File: config.mk
export PLATFORM = sky130hd
export DESIGN_NAME = mem_port_arbiter
export DESIGN_NICKNAME = d
export VERILOG_FILES = /design/src/rtl/memarb_pkg.sv /design/src/rtl/memarb_pick.sv /design/src/rtl/mem_port_arbiter.sv
export SDC_FILE = /design/constraint.sdc
export NUM_CORES = 1
export LEC_CHECK = 0
export ABC_AREA = 1
export ABC_CLOCK_PERIOD_IN_PS = 2100
export CAP_MARGIN = 20
export CORE_AREA = 2 2 199 201
export DETAILED_ROUTE_END_ITERATION = 7
export DIE_AREA = 0 0 201 203
export DONT_BUFFER_PORTS = 1
export MAX_ROUTING_LAYER = met4
export SETUP_SLACK_MARGIN = 0.15
export SLEW_MARGIN = 20
export SYNTH_ARGS = -nofsm -noshare
export SYNTH_HDL_FRONTEND = slang
export SYNTH_SLANG_ARGS = --single-unit
File: constraint.sdc
create_clock -name clk -period 2.1 [get_ports clk]
set_input_delay 0.42 -clock clk [delete_from_list [all_inputs] [get_ports clk]]
set_output_delay 0.42 -clock clk [all_outputs]
set_load 0.03 [all_outputs]
File: src/rtl/memarb_pkg.sv
// Shared types for the memory port arbiter: FSM states, latched request bundle,
// widths, the instruction fetch size code and the fetch word selector.
package memarb_pkg;

  localparam int unsigned MA_ADDR_W = 64;
  localparam int unsigned MA_DATA_W = 64;

  // Size codes: 0 byte, 1 half, 2 word, 3 dword
  localparam logic [2:0] MSIZE_WORD = 3'd2;

  typedef enum logic [1:0] {
    IDLE,
    SERVE_I,
    SERVE_D
  } memarb_state_e;

  typedef struct packed {
    logic                 valid;
    logic [MA_ADDR_W-1:0] addr;
    logic [2:0]           size;
    logic [7:0]           strobe;
    logic [MA_DATA_W-1:0] wdata;
  } mbus_req_t;

  // Fetch data is the 32-bit half of the memory word picked by addr[2]
  function automatic logic [31:0] word_sel(
    input logic [MA_DATA_W-1:0] d,
    input logic                 hi
  );
    return hi ? d[63:32] : d[31:0];
  endfunction

endpackage

File: src/rtl/memarb_pick.sv
// Grant picker for the memory port arbiter.
// Ports: i_fetch_vld, i_data_vld, i_last_d (1 = D granted last) -> o_grant_i, o_grant_d.
// Build option: MEMARB_RR_EN selects round-robin on ties, otherwise D wins ties.
module memarb_pick (
  input  logic i_fetch_vld,
  input  logic i_data_vld,
  input  logic i_last_d,
  output logic o_grant_i,
  output logic o_grant_d
);

`ifdef MEMARB_RR_EN
  // On a tie the side that did not win last time goes first
  assign o_grant_d = i_data_vld & (~i_fetch_vld | ~i_last_d);
`else
  logic w_unused_last;
  assign w_unused_last = i_last_d;
  assign o_grant_d     = i_data_vld;
`endif

  assign o_grant_i = i_fetch_vld & ~o_grant_d;

endmodule

File: src/rtl/mem_port_arbiter.sv
// Shares one memory port between the instruction and data buses; one grant at a time.
// Ports: clk, reset (sync, high); i_* fetch bus; d_* data bus; m_* memory port.
// Build option: MEMARB_RR_EN enables round-robin tie breaking (default D over I).
module mem_port_arbiter
  import memarb_pkg::*;
#(
  parameter int unsigned ADDR_W = MA_ADDR_W,
  parameter int unsigned DATA_W = MA_DATA_W
) (
  input  logic              clk,
  input  logic              reset,
  input  logic              i_valid,
  input  logic [ADDR_W-1:0] i_addr,
  output logic              i_data_ok,
  output logic [31:0]       i_data,
  input  logic              d_valid,
  input  logic [ADDR_W-1:0] d_addr,
  input  logic [2:0]        d_size,
  input  logic [7:0]        d_strobe,
  input  logic [DATA_W-1:0] d_wdata,
  output logic              d_data_ok,
  output logic [DATA_W-1:0] d_rdata,
  output logic              m_valid,
  output logic [ADDR_W-1:0] m_addr,
  output logic [2:0]        m_size,
  output logic [7:0]        m_strobe,
  output logic [DATA_W-1:0] m_wdata,
  input  logic              m_data_ok,
  input  logic [DATA_W-1:0] m_rdata
);

  memarb_state_e r_state;
  mbus_req_t     r_req;
  logic          w_last_d;
  logic          w_grant_i;
  logic          w_grant_d;

`ifdef MEMARB_RR_EN
  logic r_last_d;
  assign w_last_d = r_last_d;

  always_ff @(posedge clk) begin
    if (reset) begin
      r_last_d <= 1'b0;
    end else if (r_state == IDLE) begin
      if (w_grant_d) begin
        r_last_d <= 1'b1;
      end else if (w_grant_i) begin
        r_last_d <= 1'b0;
      end
    end
  end
`else
  assign w_last_d = 1'b0;
`endif

  memarb_pick u_pick (
    .i_fetch_vld (i_valid),
    .i_data_vld  (d_valid),
    .i_last_d    (w_last_d),
    .o_grant_i   (w_grant_i),
    .o_grant_d   (w_grant_d)
  );

  // The request is latched at grant so the memory sees stable fields
  always_ff @(posedge clk) begin
    if (reset) begin
      r_state <= IDLE;
      r_req   <= '0;
    end else begin
      unique case (r_state)
        IDLE: begin
          if (w_grant_d) begin
            r_state      <= SERVE_D;
            r_req.valid  <= 1'b1;
            r_req.addr   <= d_addr;
            r_req.size   <= d_size;
            r_req.strobe <= d_strobe;
            r_req.wdata  <= d_wdata;
          end else if (w_grant_i) begin
            r_state      <= SERVE_I;
            r_req.valid  <= 1'b1;
            r_req.addr   <= i_addr;
            r_req.size   <= MSIZE_WORD;
            r_req.strobe <= 8'h00;
            r_req.wdata  <= '0;
          end
        end
        SERVE_I, SERVE_D: begin
          if (m_data_ok) begin
            r_state <= IDLE;
            r_req   <= '0;
          end
        end
        default: begin
          r_state <= IDLE;
          r_req   <= '0;
        end
      endcase
    end
  end

  assign m_valid  = r_req.valid;
  assign m_addr   = r_req.addr;
  assign m_size   = r_req.size;
  assign m_strobe = r_req.strobe;
  assign m_wdata  = r_req.wdata;

  // Responses go straight through to the winner in the m_data_ok cycle
  assign i_data_ok = (r_state == SERVE_I) & m_data_ok;
  assign d_data_ok = (r_state == SERVE_D) & m_data_ok;

  assign i_data  = i_data_ok ? word_sel(m_rdata, r_req.addr[2]) : 32'h0;
  assign d_rdata = d_data_ok ? m_rdata : '0;

endmodule
==> qor.txt <==
Status: finished, violations left
Failing checks: setup timing
GR peak layer: met2
Peak supply drop: 910.5 uV
P&R area growth vs syn: 39.30%
Fin Setup TNS: -5.239 ns
Drt pass-1 iters: 5
HPWL Detailed: 28.14 mm
Top cells by area, synth: dfxtp_1, nand2_1, nor2_1
Via count: 8919
Root buf cell: clkbuf_16
Final Net Count: 1696
Top fanout value on the critical path: 13
Hold path cells: 2
Grt met3 use: 5.425%
Total power: 9.964 mW
Leakage: 5.443 nW
Initial antenna violation count: 10
Syn Inst Count: 1353
CP delay by family, top: buffers and inverters
Synth cell types: 16
Initial Util: 20.53%
Worst-case reg-to-reg path depth: 11
Fillers: 4277
Setup violators final: 95
Slowest cell on crit path: dfxtp_2
Std-Cell Rows: 72
Clock skew: 0.02741 ns
CTS H-tree depth: 4
Worst Path Arrival: 1.81 ns
Worst Path Buf+Inv: 3
Endpoint class of the critical path: primary output
Final hold slack: 0.1221 ns
CTS Sinks: 142
Final-report hold violation count: 0
Post-layout minimum cycle time: 2.231 ns
CTS tree: done
Maxcap violations: 0
# DRC: 0
WP data required: 1.68 ns
EDFF count, synth: 0
Clock slew at reported path FFs: 0.07 ns
Routed WL: 40.74 mm
Total gr overflow: 0
Startpoint Class: flop
RSZ-0062 raised after global routing: yes
Worst rel slew slack: 61.74%
Core area: 38470 um2
Largest net degree at the start of global routing: 120
Slew Viols, Final: 0
Worst-Margin Slew: 0.5739 ns
Clk_lat worst skew: 0.46 ns
Synth top cells by count: nand2_1, nor2_1, nand3_1, dfxtp_1, inv_1
#FFs+latches synth: 142
Synth async-reset ratio: 0%
CP cell instances: inv_1 > ha_4 > nand2_8 > buf_12 > nor2_1 > buf_4
Share of layout cells above drive strength 1: 19.46%
First-pass GRT wire length: 53.43 mm
Global Route met2 Usage: 31.41%
Die X: 201 um
Tot GR Track Use: 18.40%
Mapped Area: 7896 um2
Vias in the first global route: 8019
Fmax: 0.4482 GHz
Cell taking the most area after synthesis: dfxtp_1
Top cell type's share of synthesized area: 36.00%
Final Cycle Share: 106.2%
Routed Antenna Nets: 0
Number of buffers created by CTS: 17
Iteration-0 DRC count of the detailed router: 560
Port bufs: 0
Levels on crit path: 6
RePlAce Congestion: 1.102
Most common cell in the synthesized netlist: nand2_1
CP peak stage delay: 0.34 ns
Vias/cell: 4.532
Final setup margin: -0.1311 ns
Sequential fraction of the synthesis area: 36.00%
Yosys Warn Count: 0
Top_reg_cell synth: dfxtp_1
Boundary pin count: 510
WS Path Type: reg -> out
Average size of a mapped cell: 5.836 um2
Min-delay worst type: in -> reg
Power density over cell area: 905.9 nW/um2
Clock Path Buffers: 2
DR WL/cell: 20.70 um
Syn nets: 1628
Die footprint: 40800 um2
Met1 Usage GRT: 18.60%
Chip height: 203 um
repair_timing:
item,CTS,global route
setup buffers,9,3
hold endpoints to repair,6,0
hold buffers,1,0
endpoints found under the setup margin,98,239
gates resized for setup,78,79
cloned,6,12
pin swaps,4,31
logic make-up (layout without fill, tap and decap cells):
| kind of cell | count (synthesis) | count (layout) | share of synthesized area (%) |
|---|---|---|---|
| compound gates | 142 | 142 | 9.000 |
| simple gates | 820 | 821 | 41.48 |
| buf+inv | 246 | 326 | 13.04 |
| fa+ha+maj | 3 | 3 | 0.4754 |
| other cells | 0 | 16 | 0 |
| flops | 142 | 142 | 36.00 |
metrics by stage:
step | utilization [%] | instance area [um2] | worst slack, ns | instances
2_1_floorplan | - | 7961 | 0.05816 | 1353
3_3_place_gp | 24.03 | 9245 | 0.1928 | 1889
3_5_place_dp | 24.03 | 9245 | 0.2060 | 1889
4_1_cts | 26.91 | 10350 | -0.1764 | 1937
5_1_grt | 28.59 | 11000 | -0.2021 | 1968
6_report | 28.59 | 11000 | -0.1311 | 1968
worst paths after layout:
path / to / slack [ns] / startpoint
setup / recovery: d_rdata[31] / -0.13 / r_state[0]
hold / removal: m_strobe[7] / 0.12 / d_strobe[7]
setup reg to reg: m_addr[5] / 0.16 / r_state[1]
hold reg to reg: r_state[0] / 0.57 / r_state[0]
layout make-up:
cell class / count / area (um2) / area share [%]
multi-input cells: 966 / 4442 / 40.38
flip-flops and latches: 142 / 2846 / 25.88
repair buffers: 155 / 1883 / 17.12
well taps: 518 / 648.1 / 5.892
inverters: 139 / 535.5 / 4.869
clock buffers: 17 / 425.4 / 3.868
clock inverters: 15 / 178.9 / 1.627
diodes: 16 / 40.04 / 0.3640
sequential cells by signal, summed over array words and instances, names as in the netlist:
name,count
m_valid,1
m_size,3
r_state,2
m_wdata,64
m_strobe,8
m_addr,64
layer usage:
layer	up-vias	part of all wire, %
li1	4308	-
met5	-	0
met3	57	7.5
met4	0	4.3
met2	465	52
met1	4089	37
power breakdown:
part	internal [mW]	switching [mW]
clock	1.79	1.39
combinational	1.04	1.65
sequential	3.06	1.04
total	5.89	4.08
layout by cell type (no fill, tap or decap), types with 2 or more instances in the layout:
master,synthesis,final
buf_4,14,86
a21oi_2,0,23
bufinv_16,0,2
o21ai_1,0,13
a21oi_1,110,87
inv_6,0,5
nand2_8,0,3
diode_2,0,16
buf_6,0,31
nand2_1,405,373
nor2_1,264,247
nor2_4,1,5
o21ai_2,0,4
dfxtp_2,0,3
clkbuf_16,0,28
dfxtp_1,142,139
inv_4,0,2
clkinv_4,0,5
buf_16,0,10
inv_1,137,134
buf_12,0,14
nor2_2,0,13
nand2_2,2,19
o21ai_0,32,14
ha_4,0,3
clkinvlp_4,0,2
nand3_1,147,146
nand2_4,0,13
Note: power is estimated with default switching activity, not from simulation.
